[config.mk]
export PLATFORM = sky130hd
export DESIGN_NAME = mem_lock_arbiter_flat
export DESIGN_NICKNAME = d
export VERILOG_FILES = /design/src/rtl/mem_lock_arbiter_pkg.sv /design/src/rtl/mem_lock_arbiter_if.sv /design/src/rtl/mem_lock_arbiter_oldest_req_select.sv /design/src/rtl/mem_lock_arbiter.sv /design/src/flat_wrapper.sv
export SDC_FILE = /design/constraint.sdc
export NUM_CORES = 1
export LEC_CHECK = 0
export CAP_MARGIN = 20
export CORE_AREA = 2 2 106 108
export CTS_CLUSTER_SIZE = 20
export DETAILED_ROUTE_END_ITERATION = 8
export DIE_AREA = 0 0 108 110
export SLEW_MARGIN = 40
export SYNTH_ARGS = -nofsm -noshare
export SYNTH_HDL_FRONTEND = slang
export SYNTH_SLANG_ARGS = --single-unit
[constraint.sdc]
create_clock -name clk -period 2.65 [get_ports clk]
set_input_delay 0.53 -clock clk [delete_from_list [all_inputs] [get_ports clk]]
set_output_delay 0.53 -clock clk [all_outputs]
set_load 0.02 [all_outputs]
[src/rtl/mem_lock_arbiter_pkg.sv]
// Shared types and helpers for the SIC memory-lock arbiter: FSM state,
// word-address width and the wrap-aware issue_id age compare.
package mem_lock_arbiter_pkg;

    localparam int MEM_WORD_ADDR_W = 30;

    typedef enum logic {
        IDLE = 1'b0,
        BUSY = 1'b1
    } arb_state_e;

    // a is older than b when (a - b) mod 2^width has its top bit set.
    function automatic logic id_older(
        input logic [31:0] a,
        input logic [31:0] b,
        input int unsigned width
    );
        logic [31:0] diff;
        diff = (a - b) >> (width - 1);
        return diff[0];
    endfunction

endpackage

[src/rtl/mem_lock_arbiter_if.sv]
// Bundle of the per-SIC lock/access signals and the data-RAM port.
// slave = arbiter side, master = requester/RAM side.
interface mem_lock_arbiter_if #(
    parameter int NUM_SIC  = 2,
    parameter int ID_WIDTH = 4
) ();
    import mem_lock_arbiter_pkg::*;

    logic [NUM_SIC-1:0]                      sic_req;
    logic [NUM_SIC-1:0][ID_WIDTH-1:0]        sic_issue_id;
    logic [NUM_SIC-1:0]                      sic_release;
    logic [NUM_SIC-1:0][MEM_WORD_ADDR_W-1:0] sic_addr;
    logic [NUM_SIC-1:0][31:0]                sic_wdata;
    logic [NUM_SIC-1:0]                      sic_wen;
    logic [NUM_SIC-1:0]                      sic_grant;
    logic [31:0]                             sic_rdata;

    logic                                    dmem_ren;
    logic                                    dmem_wen;
    logic [MEM_WORD_ADDR_W-1:0]              dmem_addr;
    logic [31:0]                             dmem_wdata;
    logic [31:0]                             dmem_rdata;

    modport slave (
        input  sic_req, sic_issue_id, sic_release, sic_addr, sic_wdata, sic_wen,
        output sic_grant, sic_rdata,
        output dmem_ren, dmem_wen, dmem_addr, dmem_wdata,
        input  dmem_rdata
    );

    modport master (
        output sic_req, sic_issue_id, sic_release, sic_addr, sic_wdata, sic_wen,
        input  sic_grant, sic_rdata,
        input  dmem_ren, dmem_wen, dmem_addr, dmem_wdata,
        output dmem_rdata
    );
endinterface

[src/rtl/mem_lock_arbiter_oldest_req_select.sv]
// Combinational tournament tree picking one requester; oldest issue_id wins
// when MEM_LOCK_ARB_AGE_ORDER_EN is defined, else the lowest index wins.
module oldest_req_select
    import mem_lock_arbiter_pkg::*;
#(
    parameter int NUM_SIC  = 2,
    parameter int ID_WIDTH = 4,
    parameter int IDX_W    = (NUM_SIC > 1) ? $clog2(NUM_SIC) : 1
) (
    input  logic [NUM_SIC-1:0]               req_i,
    input  logic [NUM_SIC-1:0][ID_WIDTH-1:0] issue_id_i,
    output logic [IDX_W-1:0]                 sel_o,
    output logic                             any_req_o
);
    localparam int LEVELS = (NUM_SIC > 1) ? $clog2(NUM_SIC) : 0;
    localparam int LEAVES = 1 << LEVELS;
    localparam int NODES  = 2 * LEAVES - 1;

    // Heap layout: node k has children 2k+1 (lower indices) and 2k+2.
    logic             node_vld [NODES];
    logic [IDX_W-1:0] node_idx [NODES];
    logic             take_r;
`ifdef MEM_LOCK_ARB_AGE_ORDER_EN
    logic [ID_WIDTH-1:0] node_id [NODES];
`else
    logic unused_ids;
    assign unused_ids = ^issue_id_i;
`endif

    always_comb begin
        take_r = 1'b0;
        for (int k = 0; k < NODES; k++) begin
            node_vld[k] = 1'b0;
            node_idx[k] = '0;
`ifdef MEM_LOCK_ARB_AGE_ORDER_EN
            node_id[k]  = '0;
`endif
        end
        for (int i = 0; i < NUM_SIC; i++) begin
            node_vld[LEAVES-1+i] = req_i[i];
            node_idx[LEAVES-1+i] = IDX_W'(i);
`ifdef MEM_LOCK_ARB_AGE_ORDER_EN
            node_id[LEAVES-1+i]  = issue_id_i[i];
`endif
        end
        for (int k = LEAVES - 2; k >= 0; k--) begin
            // Right child only wins when strictly older, so ties go low.
`ifdef MEM_LOCK_ARB_AGE_ORDER_EN
            take_r = node_vld[2*k+2] &&
                     (!node_vld[2*k+1] ||
                      id_older(32'(node_id[2*k+2]), 32'(node_id[2*k+1]), ID_WIDTH));
            node_id[k]  = take_r ? node_id[2*k+2] : node_id[2*k+1];
`else
            take_r = !node_vld[2*k+1];
`endif
            node_vld[k] = node_vld[2*k+1] | node_vld[2*k+2];
            node_idx[k] = take_r ? node_idx[2*k+2] : node_idx[2*k+1];
        end
    end

    assign sel_o     = node_idx[0];
    assign any_req_o = node_vld[0];

endmodule

[src/rtl/mem_lock_arbiter.sv]
// Responder end of the SIC memory-lock protocol: one RAM access per lock,
// read issued in IDLE, grant/write in BUSY. Macro: MEM_LOCK_ARB_AGE_ORDER_EN.
module mem_lock_arbiter
    import mem_lock_arbiter_pkg::*;
#(
    parameter int NUM_SIC  = 2,
    parameter int ID_WIDTH = 4
) (
    input  logic              clk,
    input  logic              rst_n,
    mem_lock_arbiter_if.slave arb_if
);
    localparam int IDX_W = (NUM_SIC > 1) ? $clog2(NUM_SIC) : 1;

    arb_state_e                 state_q, state_d;
    logic [IDX_W-1:0]           owner_q, owner_d;
    logic [IDX_W-1:0]           sel;
    logic                       any_req;

    logic [NUM_SIC-1:0]         grant_c;
    logic [31:0]                rdata_c;
    logic                       ren_c;
    logic                       wen_c;
    logic [MEM_WORD_ADDR_W-1:0] addr_c;
    logic [31:0]                wdata_c;

    oldest_req_select #(
        .NUM_SIC  (NUM_SIC),
        .ID_WIDTH (ID_WIDTH),
        .IDX_W    (IDX_W)
    ) u_select (
        .req_i      (arb_if.sic_req),
        .issue_id_i (arb_if.sic_issue_id),
        .sel_o      (sel),
        .any_req_o  (any_req)
    );

    always_ff @(posedge clk or negedge rst_n) begin
        if (!rst_n) begin
            state_q <= IDLE;
            owner_q <= '0;
        end else begin
            state_q <= state_d;
            owner_q <= owner_d;
        end
    end

    always_comb begin
        state_d = state_q;
        owner_d = owner_q;
        grant_c = '0;
        rdata_c = '0;
        ren_c   = 1'b0;
        wen_c   = 1'b0;
        addr_c  = '0;
        wdata_c = '0;
        unique case (state_q)
            IDLE: begin
                if (any_req) begin
                    ren_c   = 1'b1;
                    addr_c  = arb_if.sic_addr[sel];
                    owner_d = sel;
                    state_d = BUSY;
                end
            end
            BUSY: begin
                addr_c  = arb_if.sic_addr[owner_q];
                rdata_c = arb_if.dmem_rdata;
                // A dropped req means the SIC aborted: the read is simply discarded.
                if (arb_if.sic_req[owner_q]) begin
                    grant_c[owner_q] = 1'b1;
                    wen_c            = arb_if.sic_wen[owner_q];
                    wdata_c          = arb_if.sic_wdata[owner_q];
                end
                state_d = IDLE;
            end
            default: state_d = IDLE;
        endcase
        // Outputs are combinational off the inputs, so hold them quiet in reset.
        if (!rst_n) begin
            grant_c = '0;
            rdata_c = '0;
            ren_c   = 1'b0;
            wen_c   = 1'b0;
            addr_c  = '0;
            wdata_c = '0;
        end
    end

    assign arb_if.sic_grant  = grant_c;
    assign arb_if.sic_rdata  = rdata_c;
    assign arb_if.dmem_ren   = ren_c;
    assign arb_if.dmem_wen   = wen_c;
    assign arb_if.dmem_addr  = addr_c;
    assign arb_if.dmem_wdata = wdata_c;

    release_with_grant_a: assert property (
        @(posedge clk) disable iff (!rst_n)
        (state_q == BUSY && arb_if.sic_req[owner_q]) |-> arb_if.sic_release[owner_q]
    );

endmodule

[src/flat_wrapper.sv]
// flat-port wrapper written by rule: the top's interface ports become plain ports
module mem_lock_arbiter_flat import mem_lock_arbiter_pkg::*;
#(
    parameter int NUM_SIC  = 2,
    parameter int ID_WIDTH = 4
)
  (clk, rst_n, arb_if_sic_req, arb_if_sic_issue_id, arb_if_sic_release, arb_if_sic_addr, arb_if_sic_wdata, arb_if_sic_wen, arb_if_sic_grant, arb_if_sic_rdata, arb_if_dmem_ren, arb_if_dmem_wen, arb_if_dmem_addr, arb_if_dmem_wdata, arb_if_dmem_rdata);
  mem_lock_arbiter_if #(.NUM_SIC(NUM_SIC), .ID_WIDTH(ID_WIDTH)) arb_if_i ();
  input  logic clk;
  input  logic rst_n;
  input wire logic [$bits(arb_if_i.sic_req)-1:0] arb_if_sic_req;
  input wire logic [$bits(arb_if_i.sic_issue_id)-1:0] arb_if_sic_issue_id;
  input wire logic [$bits(arb_if_i.sic_release)-1:0] arb_if_sic_release;
  input wire logic [$bits(arb_if_i.sic_addr)-1:0] arb_if_sic_addr;
  input wire logic [$bits(arb_if_i.sic_wdata)-1:0] arb_if_sic_wdata;
  input wire logic [$bits(arb_if_i.sic_wen)-1:0] arb_if_sic_wen;
  output wire logic [$bits(arb_if_i.sic_grant)-1:0] arb_if_sic_grant;
  output wire logic [$bits(arb_if_i.sic_rdata)-1:0] arb_if_sic_rdata;
  output wire logic [$bits(arb_if_i.dmem_ren)-1:0] arb_if_dmem_ren;
  output wire logic [$bits(arb_if_i.dmem_wen)-1:0] arb_if_dmem_wen;
  output wire logic [$bits(arb_if_i.dmem_addr)-1:0] arb_if_dmem_addr;
  output wire logic [$bits(arb_if_i.dmem_wdata)-1:0] arb_if_dmem_wdata;
  input wire logic [$bits(arb_if_i.dmem_rdata)-1:0] arb_if_dmem_rdata;
  assign arb_if_i.sic_req = arb_if_sic_req;
  assign arb_if_i.sic_issue_id = arb_if_sic_issue_id;
  assign arb_if_i.sic_release = arb_if_sic_release;
  assign arb_if_i.sic_addr = arb_if_sic_addr;
  assign arb_if_i.sic_wdata = arb_if_sic_wdata;
  assign arb_if_i.sic_wen = arb_if_sic_wen;
  assign arb_if_sic_grant = arb_if_i.sic_grant;
  assign arb_if_sic_rdata = arb_if_i.sic_rdata;
  assign arb_if_dmem_ren = arb_if_i.dmem_ren;
  assign arb_if_dmem_wen = arb_if_i.dmem_wen;
  assign arb_if_dmem_addr = arb_if_i.dmem_addr;
  assign arb_if_dmem_wdata = arb_if_i.dmem_wdata;
  assign arb_if_i.dmem_rdata = arb_if_dmem_rdata;
  mem_lock_arbiter #(.NUM_SIC(NUM_SIC), .ID_WIDTH(ID_WIDTH)) u_core (.clk(clk), .rst_n(rst_n), .arb_if(arb_if_i));
endmodule
## Word-level counts from Yosys, hierarchy flattened

Cells that the tools add are included.

- $add $sub $neg: 0
- $mul: 0
- Divide/modulo/power cells: 0
- $lt $le $gt $ge: 3
- Equality and inequality tests: 0
- Shift-type cells: 0
- Mux-type cells: 31
- Bitwise operators: 2
- Reductions and logical operators: 2

Operator list:

| cell | count |
|---|---|
| 32-bit two-way mux | 7 |
| 30-bit two-way mux | 6 |
| 30-bit one-hot mux with 2 select lines | 1 |
| 1-bit two-way mux | 12 |
| 2-bit two-way mux | 3 |
| 1-bit by 2-bit less-than comparator with 1-bit output, second input constant | 2 |
| 1-bit one-hot mux with 2 select lines | 1 |
| 2-bit AND reduction | 1 |
| 1-bit demux with 1-bit select | 1 |
| 1-bit greater-or-equal comparator, second input constant | 1 |
| 1-bit logical AND | 1 |
| 1-bit inverter | 1 |
| 1-bit bitwise OR | 1 |

- Flip-flop bits (word level): 2
- Bits in latches: 0
- Bits in writable memories: 0
- Memory bits (read-only): 0
- Bits of input ports: 172
- Output and inout port bits: 98
- Word-level logic and storage cells: 40
- Memories kept: 0

## Longest topological paths before layout

Gate-level depths: netlist of the first run.

- Word-level depth: 7
- Depth in mapped cells: 4

## Hierarchy

From an unflattened synthesis of the first run, not the netlist that was laid out.

- Cell total of the unflattened synthesis: 167
- Area, all modules: 1,219.9 um^2

Modules (own cells, without submodules):

| module | times used | cells an instance | area each (um^2) | seq. area each (um^2) |
|---|---|---|---|---|
| mem_lock_arbiter | 1 | 165 | 1,209.9 | 50.0 |
| oldest_req_select | 1 | 2 | 10.0 | 0.0 |

## Least setup slack after synthesis of the first run

OpenSTA, ideal clock, no wires.

- Path type: in2out
- From: input rst_n
- To: output arb_if_dmem_wdata[10]
- Data arrival time: 1.415 ns
- Data required time: 2.120 ns
- Setup slack: 0.705 ns
- Cell stages on the path: 4
- Buffers on the path: 2
- Cell sequence: clkbuf_1 > nand3_2 > buf_2 > nor2_1

- Longest elaborated chain between the ends: 1

Ends and longest elaborated chain:

| element | line | text |
|---|---|---|
| start, declared | flat_wrapper.sv:10 | `input logic rst_n;` |
| 32-bit two-way mux | mem_lock_arbiter.sv:80 | `if (!rst_n) begin` |
| end, declared | flat_wrapper.sv:22 | `output wire logic [$bits(arb_if_i.dmem_wdata)-1:0] arb_if_dmem_wdata;` |

Every way passes these cells.

## Final worst setup path of the first run

- From: input arb_if_sic_req[1]
- To: output arb_if_dmem_wdata[0]

- Longest elaborated chain between the ends: 5

Ends and longest elaborated chain:

| element | line | text |
|---|---|---|
| start, declared | flat_wrapper.sv:11 | `input wire logic [$bits(arb_if_i.sic_req)-1:0] arb_if_sic_req;` |
| 1-bit two-way mux (not written as such) (2 in series) | mem_lock_arbiter.sv:70 | `if (arb_if.sic_req[owner_q]) begin` |
| 32-bit two-way mux | mem_lock_arbiter.sv:70 |  |
| 32-bit two-way mux | mem_lock_arbiter.sv:57 | `unique case (state_q)` |
| 32-bit two-way mux | mem_lock_arbiter.sv:80 |  |

Every way passes these cells. The select of a mux whose other input is x is not followed.

==> metrics.txt, run 1 <==
status=complete, no violations; drt first-iter violations=94; Pwr per Cell Area=262 nW/um^2; CTS buffer count=3; number of global-route vias before repair=2,201; worst vdd ir=0.121 mV; max-slew violation count=0; Period minus WS final=2.59 ns; Post-Synthesis Cell Area=1230 um^2; Setup-failing EPs final=0; Final Cycle Share=0.977; Ports=270; H-tree depth=1; share of the synthesized area in the top cell type=0.269; syn_nets=338; Total GRT Usage=0.106; number of flops mapped to enable cells by yosys=0; final worst setup slack=0.0604 ns; Synth area leaders=mux2i_1 (27%), a22o_1 (21%), and3_1 (16%), nor2_1 (11%), dfrtp_1 (4.1%); setup clock skew after layout=0.00717 ns; die span in y=110 um; DRC=0; CTS root buf=clkbuf_8; CTS tree=yes; TritonCTS Sinks=2; Worst setup EP type=output pin; Reg2Reg Depth=4; critical path peak fanout=33; clock latency on the worst-skew pair=0.21 ns; via count=2,244; Setup CP Type=primary input to output pin; Seq/Total Area, Yosys=0.0408; DRT Wirelength=7360 um; crit path DAT=2.06 ns; RSZ-0062 raised after global routing=false; Horiz. Die Dim=108 um; CORE AREA=10,700 um^2; port bufs=259; Fin. Hold Viols=0; total congestion overflow=0; Post-CTS Setup Inserts=0; DP Worst Slack=-0.350 ns; Comb pwr share=0.827; count of cell types in the netlist=21; Hold WS=0.429 ns; clock buffer depth=2; Post-CTS Hold Buffers=0; Post-DP HPWL=6120 um; Worst Path Required=2.12 ns; Syn Area/Cell=7.39 um^2; Cells after Synth=166; Nets=592; die area=11,900 um^2; first-pass GRT wire length=10,300 um; count of state elements after synthesis=2; Slew headroom=0.797; Synth Flop Type=dfrtp_1; RePlAce Congestion=0.722; Setup crit start kind=primary input; total internal power=605 uW; largest net degree at the start of global routing=36; clk slew on worst S/H paths=0.03 ns; Least-Margin Pin Slew=0.305 ns; Layout area overhead=214%; layout cells sized above 1=0.129; Site Rows=38; Clock Power Share=0.127; Routed wire per std cell=13.2 um; DR pass1 iterations=4; LEAKAGE=1.83 nW; post-layout instance area=3840 um^2; asr flop ratio synth=1.00; Psw=402 uW; vias per std cell=4.01; placed standard-cell area=4000 um^2; Sw Share=0.400; post-route ant nets=0; # Max-Cap Violations=0; n_diodes=0; initial antenna violation count=0; yosys warns=0; Flop pwr share=0.046; fmax=0.386 GHz; HP Class=primary input to async pin; Initial Util=0.115; largest area contributor in the netlist=mux2i_1
[cells by family after synthesis]
group	Yosys count	synth area share
AO/OA/AOI/OAI	34	0.243
flip-flops	2	0.0408
multiplexers	34	0.279
AND/OR/NAND/NOR	74	0.330
buffers and inverters	22	0.108
[worst max-delay path, cell delays in order]
cell             delay, ns
clkdlybuf4s50_1       0.42
buf_4                 0.16
mux2_2                0.26
nand3_2               0.10
buf_12                0.18
nor2_1                0.07
dlygate4sd2_1         0.32
[Yosys cell counts (2+ instances only)]
| library cell | number |
|---|---|
| nor2_1 | 35 |
| mux2i_1 | 33 |
| and3_1 | 32 |
| a22o_1 | 30 |
| buf_2 | 6 |
| clkbuf_1 | 6 |
| buf_4 | 5 |
| buf_6 | 3 |
| a21oi_1 | 2 |
| dfrtp_1 | 2 |
| nand2b_1 | 2 |
[timing repair]
| action | 4_1_cts | 5_1_grt |
|---|---|---|
| pin swaps | 0 | 0 |
| resized for setup | 99 | 47 |
| endpoints found under the setup margin | 97 | 40 |
[power by group through the flow]
stage	registers, mW	logic, mW	clock network [mW]
finish	0.0462	0.833	0.128
global route	0.0471	0.887	0.134
CTS	0.0464	0.866	0.130
detailed placement	0.0465	0.910	0
global placement	0.0461	0.905	0
floorplan	0.0400	0.421	0
[per-layer routing]
metal	part of all wire	global-route usage	wire length, um	vias to the layer above
li1	-	-	-	1122
met1	0.38	0.117	2760	969
met2	0.48	0.195	3510	145
met3	0.14	0.0347	1010	8
met4	0.010	0.0266	77	0
met5	0	0	0	-
[area by class of cell]
class | count | area (um^2)
clock buffer | 4 | 45.0
multi-input combinational | 142 | 1050
tap | 140 | 175
inverter | 1 | 3.75
fill | 1155 | 6850
sequential | 2 | 51.3
timing repair buffer | 270 | 2520
[layout by cell type (no fill, tap or decap), types with 2 or more instances in the layout]
cell               n
buf_12             4
clkbuf_2          32
clkdlybuf4s50_1  190
dlygate4sd2_1     29
mux2i_1           33
nor2_1            35
buf_4              6
a22o_1            30
buf_2              2
clkdlybuf4s15_1    6
a21oi_1            2
and3_1            32
nand2b_1           2
clkbuf_8           3
[sequential cells by signal, summed over array words and instances (netlist names)]
signal and cells:
u_core.owner_q 1, u_core.state_q 1
[stage by stage]
| step | TNS, ns | utilization | instances | power [mW] |
|---|---|---|---|---|
| after floorplan | 0 | - | 166 | 0.461 |
| after global placement | -16.81 | 0.374 | 555 | 0.952 |
| after detailed placement | -17.96 | 0.374 | 555 | 0.957 |
| after CTS | 0 | 0.374 | 559 | 1.04 |
| after global routing | 0 | 0.359 | 559 | 1.07 |
| final | 0 | 0.359 | 559 | 1.01 |
[path summary, 6_finish.rpt]
path,start,end,slack (ns)
min reg2reg,u_core.owner_q,u_core.owner_q,0.88
min in group clk,arb_if_sic_req[0],u_core.owner_q,0.88
max reg2reg,u_core.state_q,u_core.owner_q,1.44
max,arb_if_sic_req[1],arb_if_dmem_wdata[0],0.06
min,rst_n,u_core.owner_q,0.43
max in group asynchronous,rst_n,u_core.owner_q,2.12
Note: power is estimated with default switching activity, not from simulation.
==> run 2: changes to the inputs <==
- CORE_AREA: 2 2 106 108 -> 2 2 105 107
- DIE_AREA: 0 0 108 110 -> 0 0 107 109
- PLACE_DENSITY: not set -> 0.7
- clock period: 2.65 -> 2.31 ns (I/O delays scaled with it)
==> metrics.txt, run 2 (synthesis results as in run 1) <==
Initial Util=0.116 (+0.00103); via count=2,310 (+2.9%); die area=11,700 um^2 (-1.8%); port bufs=259 (unchanged); HP Class=primary input to async pin; Most Used Layer, Global Route=met2; DP Worst Slack=-0.549 ns (-0.199 ns); Worst setup EP type=output pin; most common cell after layout, fill and taps aside=clkdlybuf4s50_1; critical path peak fanout=15 (-55%); placed standard-cell area=4020 um^2 (+0.50%); Layout area overhead=220%; status=complete, no violations; Flop pwr share=0.043 (-0.003); Setup crit start kind=primary input; max-slew violation count=0 (unchanged); worst path bufs/invs=3 (-1); clock latency on the worst-skew pair=0.22 ns (about the same); vias per std cell=4.10 (+2.0%); top cell family by delay on the critical path=buffers and inverters; # Max-Cap Violations=0 (unchanged); Worst Path Required=1.85 ns (-0.27 ns); Clock Power Share=0.123 (-0.004); fmax=0.446 GHz; top flop regs=u_core.owner_q x1, u_core.state_q x1; worst reg2reg endpoint=u_core.owner_q; setup clock skew after layout=0.00848 ns (+0.00131 ns); Routed wire per std cell=14.2 um (+7.7%); setup TNS=0 ns (unchanged); post-route ant nets=0 (unchanged); total internal power=724 uW (+20%); Least-Margin Pin Slew=0.417 ns (+0.112 ns); Site Rows=38 (unchanged); Post-CTS Hold Buffers=0 (unchanged); number of global-route vias before repair=2,257 (+2.5%); Slew headroom=0.722 (-0.0748); most frequent cells in the layout=clkdlybuf4s50_1 (190), nor2_1 (35), mux2i_1 (33), and3_1 (32), a22o_1 (30); initial antenna violation count=0 (unchanged); Crit path largest cell delay=0.28 ns (-0.14 ns); Period minus WS final=2.24 ns; Pwr per Cell Area=304 nW/um^2 (+16%); Nets=597 (+0.84%); Setup-failing EPs final=0 (unchanged); Sw Share=0.394 (-0.00593); Total GRT Usage=0.119 (+0.0139); crit path DAT=1.78 ns (-0.28 ns); post-layout instance area=3920 um^2 (+2.0%); layout cells sized above 1=0.163 (+0.0339); DR pass1 iterations=4 (unchanged); Psw=470 uW (+17%); R2R setup slack=1.23 ns (-0.21 ns); n_diodes=0 (unchanged); clock buffer depth=2 (unchanged); RSZ-0062 raised after global routing=false; met3 Resource Use GR=0.0371 (+0.00237); met2 Use GR=0.242 (+0.0475); final core utilization=0.370 (+0.0104); Horiz. Die Dim=107 um (-0.93%); Comb pwr share=0.834 (+0.007); TritonCTS Sinks=2 (unchanged); RePlAce Congestion=0.712 (-1.3%); Reg2Reg Depth=4 (unchanged); Worst path slowest cell=bufbuf_16; LEAKAGE=1.88 nW (+3.0%); critical path cell sequence=dlygate4sd2_1 -> nor4bb_4 -> a31o_4 -> bufbuf_16 -> a22o_1 -> buf_4; Fin. Hold Viols=0 (unchanged); Final Cycle Share=0.970; Ports=270 (unchanged); Post-DP HPWL=6690 um (+9.2%); CTS buffer count=3 (unchanged); worst vdd ir=0.143 mV (+18%); die span in y=109 um (-0.91%); Setup CP Type=primary input to output pin; largest net degree at the start of global routing=37 (+2.8%); H-tree depth=1 (unchanged); CTS root buf=clkbuf_8; first-pass GRT wire length=11,200 um (+8.5%); CORE AREA=10,600 um^2 (-0.89%); drt first-iter violations=131 (+39%); DRT Wirelength=8000 um (+8.7%); worst reg2reg startpoint=u_core.state_q; clk slew on worst S/H paths=0.03 ns (about the same); M1 GR Usage=0.121 (+0.00355); CTS tree=yes; total congestion overflow=0 (unchanged); DRC=0 (unchanged); final worst setup slack=0.0686 ns (+0.00819 ns); Hold WS=0.304 ns (-0.125 ns)
run 2: cell types whose count changed in the layout (fill, tap and decap cells not counted), moves of 2 or more:
cell             change
dlygate4sd2_1        -5
buf_4               +10
clkbuf_2            -21
buf_2               +20
buf_6                +2
clkdlybuf4s15_1      -5
run 2: metal layers:
metal | vias up | wire length, um
met5 | - | 0
met2 | 147 | 4130
met1 | 1025 | 2870
met3 | 4 | 956
li1 | 1134 | -
met4 | 0 | 42
run 2: final cells by class:
| type | instances | area [um^2] |
|---|---|---|
| fill | 1084 | 6680 |
| timing repair buffer | 275 | 2600 |
| multi-input combinational | 142 | 1050 |
| tap | 140 | 175 |
| sequential | 2 | 52.6 |
| clock buffer | 4 | 45.0 |
| inverter | 1 | 3.75 |
run 2: power groups by stage:
stage          clock (mW)  sequential, mW  combinational, mW
5_1_grt             0.153          0.0529               1.06
6_report            0.147          0.0510              0.996
3_5_place_dp            0          0.0501               1.05
4_1_cts             0.150          0.0501              0.997
3_3_place_gp            0          0.0499               1.04
2_1_floorplan           0          0.0459              0.483
run 2: what timing repair did:
| item | CTS | global route |
|---|---|---|
| resized for setup | 161 | 34 |
| pin swaps | 1 | 1 |
| cloned | 1 | 0 |
| endpoints found under the setup margin | 97 | 59 |
| setup buffers | 1 | 0 |
run 2: worst max path at each step:
stage	startpoint	cells after the start	slack [ns]	end
2_1_floorplan	rst_n	4	0.50	arb_if_dmem_wdata[10]
5_1_grt	arb_if_sic_req[0]	7	0.002	arb_if_dmem_wdata[22]
3_3_place_gp	arb_if_sic_req[0]	7	-0.51	arb_if_dmem_addr[24]
4_1_cts	rst_n	6	0.02	arb_if_dmem_addr[23]
3_5_place_dp	arb_if_sic_req[0]	7	-0.55	arb_if_dmem_wdata[22]
6_report	arb_if_sic_req[1]	6	0.07	arb_if_dmem_addr[23]
run 2: worst reg2reg max path, stage by stage, from the launching register on:
cell and delay (ns):
dfrtp_2 0.43, buf_6 0.24, inv_1 0.08, a21oi_1 0.15, a21oi_1 0.07
run 2: stage by stage:
stage | instances | total power, mW
after floorplan | 166 | 0.529
after global routing | 564 | 1.26
after detailed placement | 558 | 1.10
after global placement | 558 | 1.09
after CTS | 564 | 1.20
final | 564 | 1.19
==> run 3: changes to the inputs <==
==> constraint.sdc (replaced) <==
create_clock -name clk -period 2.31 [get_ports clk]
set_input_delay 0.231 -clock clk [delete_from_list [all_inputs] [get_ports clk]]
set_output_delay 0.231 -clock clk [all_outputs]
set_load 0.02 [all_outputs]
==> metrics.txt, run 3 (synthesis results as in run 1) <==
CORE AREA=10,600 um^2 (unchanged); Final Cycle Share=0.929 (-0.0417); Layout area overhead=233%; top flop regs=u_core.owner_q x1, u_core.state_q x1; Worst setup EP type=output pin; Psw=465 uW (-1.0%); Sw Share=0.390 (-0.00386); H-tree depth=1 (unchanged); n_diodes=0 (unchanged); CTS root buf=clkbuf_8; Initial Util=0.116 (unchanged); LEAKAGE=2.30 nW (+22%); Worst Path Required=2.08 ns (+0.23 ns); drt first-iter violations=95 (-27%); post-route ant nets=0 (unchanged); placed standard-cell area=4010 um^2 (-0.37%); clock buffer depth=2 (unchanged); Routed wire per std cell=14.2 um (about the same); DR pass1 iterations=4 (unchanged); Horiz. Die Dim=107 um (unchanged); most frequent cells in the layout=clkdlybuf4s50_1 (195), nor2_1 (35), dlygate4sd2_1 (35), mux2i_1 (33), and3_1 (32); max-slew violation count=0 (unchanged); Setup-failing EPs final=0 (unchanged); total congestion overflow=0 (unchanged); Crit path largest cell delay=0.51 ns (+0.23 ns); Total GRT Usage=0.121 (+0.00138); RSZ-0062 raised after global routing=false; TritonCTS Sinks=2 (unchanged); first-pass GRT wire length=11,300 um (+1.4%); largest net degree at the start of global routing=35 (-5.4%); Final Non-Filler Cells=560 (-0.71%); vias per std cell=4.09 (-0.11%); Cells after DPL=556 (-0.36%); top cell family by delay on the critical path=buffers and inverters; Pwr per Cell Area=293 nW/um^2 (-3.9%); die span in y=109 um (unchanged); clock latency on the worst-skew pair=0.21 ns (about the same); critical path peak fanout=30 (+15); CP Depth=6 (unchanged); CTS buffer count=3 (unchanged); status=complete, no violations; Flop pwr share=0.041 (-0.002); Site Rows=38 (unchanged); Ports=270 (unchanged); RePlAce Congestion=0.717 (+0.74%); most common cell after layout, fill and taps aside=clkdlybuf4s50_1; Fin. Hold Viols=0 (unchanged); # Max-Cap Violations=0 (unchanged); via count=2,291 (-0.82%); worst vdd ir=0.146 mV (+2.3%); Slew headroom=0.792 (+0.0701); Setup CP Type=primary input to output pin; die area=11,700 um^2 (unchanged); Post-DP HPWL=6770 um (+1.3%); DRC=0 (unchanged); clk slew on worst S/H paths=0.03 ns (about the same); crit path DAT=1.91 ns (+0.13 ns); number of global-route vias before repair=2,251 (-0.27%); Clock Power Share=0.123 (about the same); Nets=593 (-0.67%); port bufs=259 (unchanged); Worst path slowest cell=clkdlybuf4s50_1; Setup crit start kind=primary input; layout cells sized above 1=0.0524 (-0.110); total internal power=728 uW (+0.57%); post-layout instance area=4080 um^2 (+4.0%); Comb pwr share=0.836 (+0.002); Hold WS=0.551 ns (+0.247 ns); critical path cell sequence=clkdlybuf4s50_1 -> nor4bb_4 -> a31o_4 -> buf_12 -> a22o_1 -> dlygate4sd2_1; final worst setup slack=0.165 ns (+0.0963 ns); CTS tree=yes; Period minus WS final=2.15 ns (-0.0963 ns); DP Worst Slack=-0.117 ns (+0.432 ns); R2R setup slack=1.07 ns (-0.16 ns); setup clock skew after layout=0.00327 ns (-0.00521 ns); HP Class=primary input to async pin; Reg2Reg Depth=4 (unchanged); fmax=0.466 GHz (+4.5%); DRT Wirelength=7940 um (-0.70%); initial antenna violation count=0 (unchanged); worst path bufs/invs=3 (unchanged); Least-Margin Pin Slew=0.312 ns (-0.105 ns)
==> run 3: cell types whose count changed in the layout (fill, tap and decap cells not counted), moves of 3 or more <==
| cell | before | now |
|---|---|---|
| buf_6 | 3 | 0 |
| dlygate4sd2_1 | 24 | 35 |
| clkbuf_2 | 11 | 0 |
| buf_2 | 22 | 0 |
| buf_4 | 16 | 9 |
| dlymetal6s2s_1 | 1 | 28 |
| clkdlybuf4s50_1 | 190 | 195 |
==> run 3: worst min-delay path, stage by stage <==
cell and delay, ns:
clkdlybuf4s50_1 0.56, buf_4 0.15, buf_4 0.14
==> run 3: final cells by class <==
class / count / area, um^2
Multi-Input combinational cell: 142 / 1050
Inverter: 1 / 3.75
Tap cell: 140 / 175
Sequential cell: 2 / 51.3
Timing Repair Buffer: 271 / 2760
Fill cell: 1071 / 6520
Clock buffer: 4 / 45.0
==> run 3: path summary, 6_finish.rpt <==
kind / startpoint / to
setup / recovery: arb_if_sic_req[0] / arb_if_dmem_addr[25]
hold / removal: rst_n / u_core.owner_q
setup reg to reg: u_core.state_q / u_core.owner_q
hold reg to reg: u_core.owner_q / u_core.owner_q
max in group asynchronous: rst_n / u_core.owner_q
min in group clk: u_core.owner_q / u_core.owner_q
==> run 3: what timing repair did <==
action,in CTS,in global routing
hold buffers,0,0
resized for setup,35,28
setup buffers,0,0
endpoints found under the setup margin,35,28
hold endpoints to repair,0,0
==> run 3: metrics by stage <==
stage                util  setup TNS (ns)  total power, mW
global placement    0.378           -1.64             1.09
floorplan               -               0            0.529
detailed placement  0.378           -2.31             1.10
CTS                 0.378               0             1.21
finish              0.385               0             1.19
global route        0.385               0             1.27
==> run 3: metal layers <==
layer | vias to the layer above | part of all wire | track usage
met5 | - | 0 | 0
met4 | 0 | 0.0037 | 0.0195
met3 | 4 | 0.12 | 0.0365
met2 | 157 | 0.52 | 0.245
met1 | 1007 | 0.35 | 0.122
li1 | 1123 | - | -
==> run 3: power groups by stage <==
stage / registers [mW] / clock network (mW) / logic, mW
3_3_place_gp: 0.0489 / 0 / 1.04
6_report: 0.0492 / 0.146 / 0.998
2_1_floorplan: 0.0459 / 0 / 0.483
3_5_place_dp: 0.0496 / 0 / 1.06
4_1_cts: 0.0493 / 0.152 / 1.01
5_1_grt: 0.0503 / 0.157 / 1.06
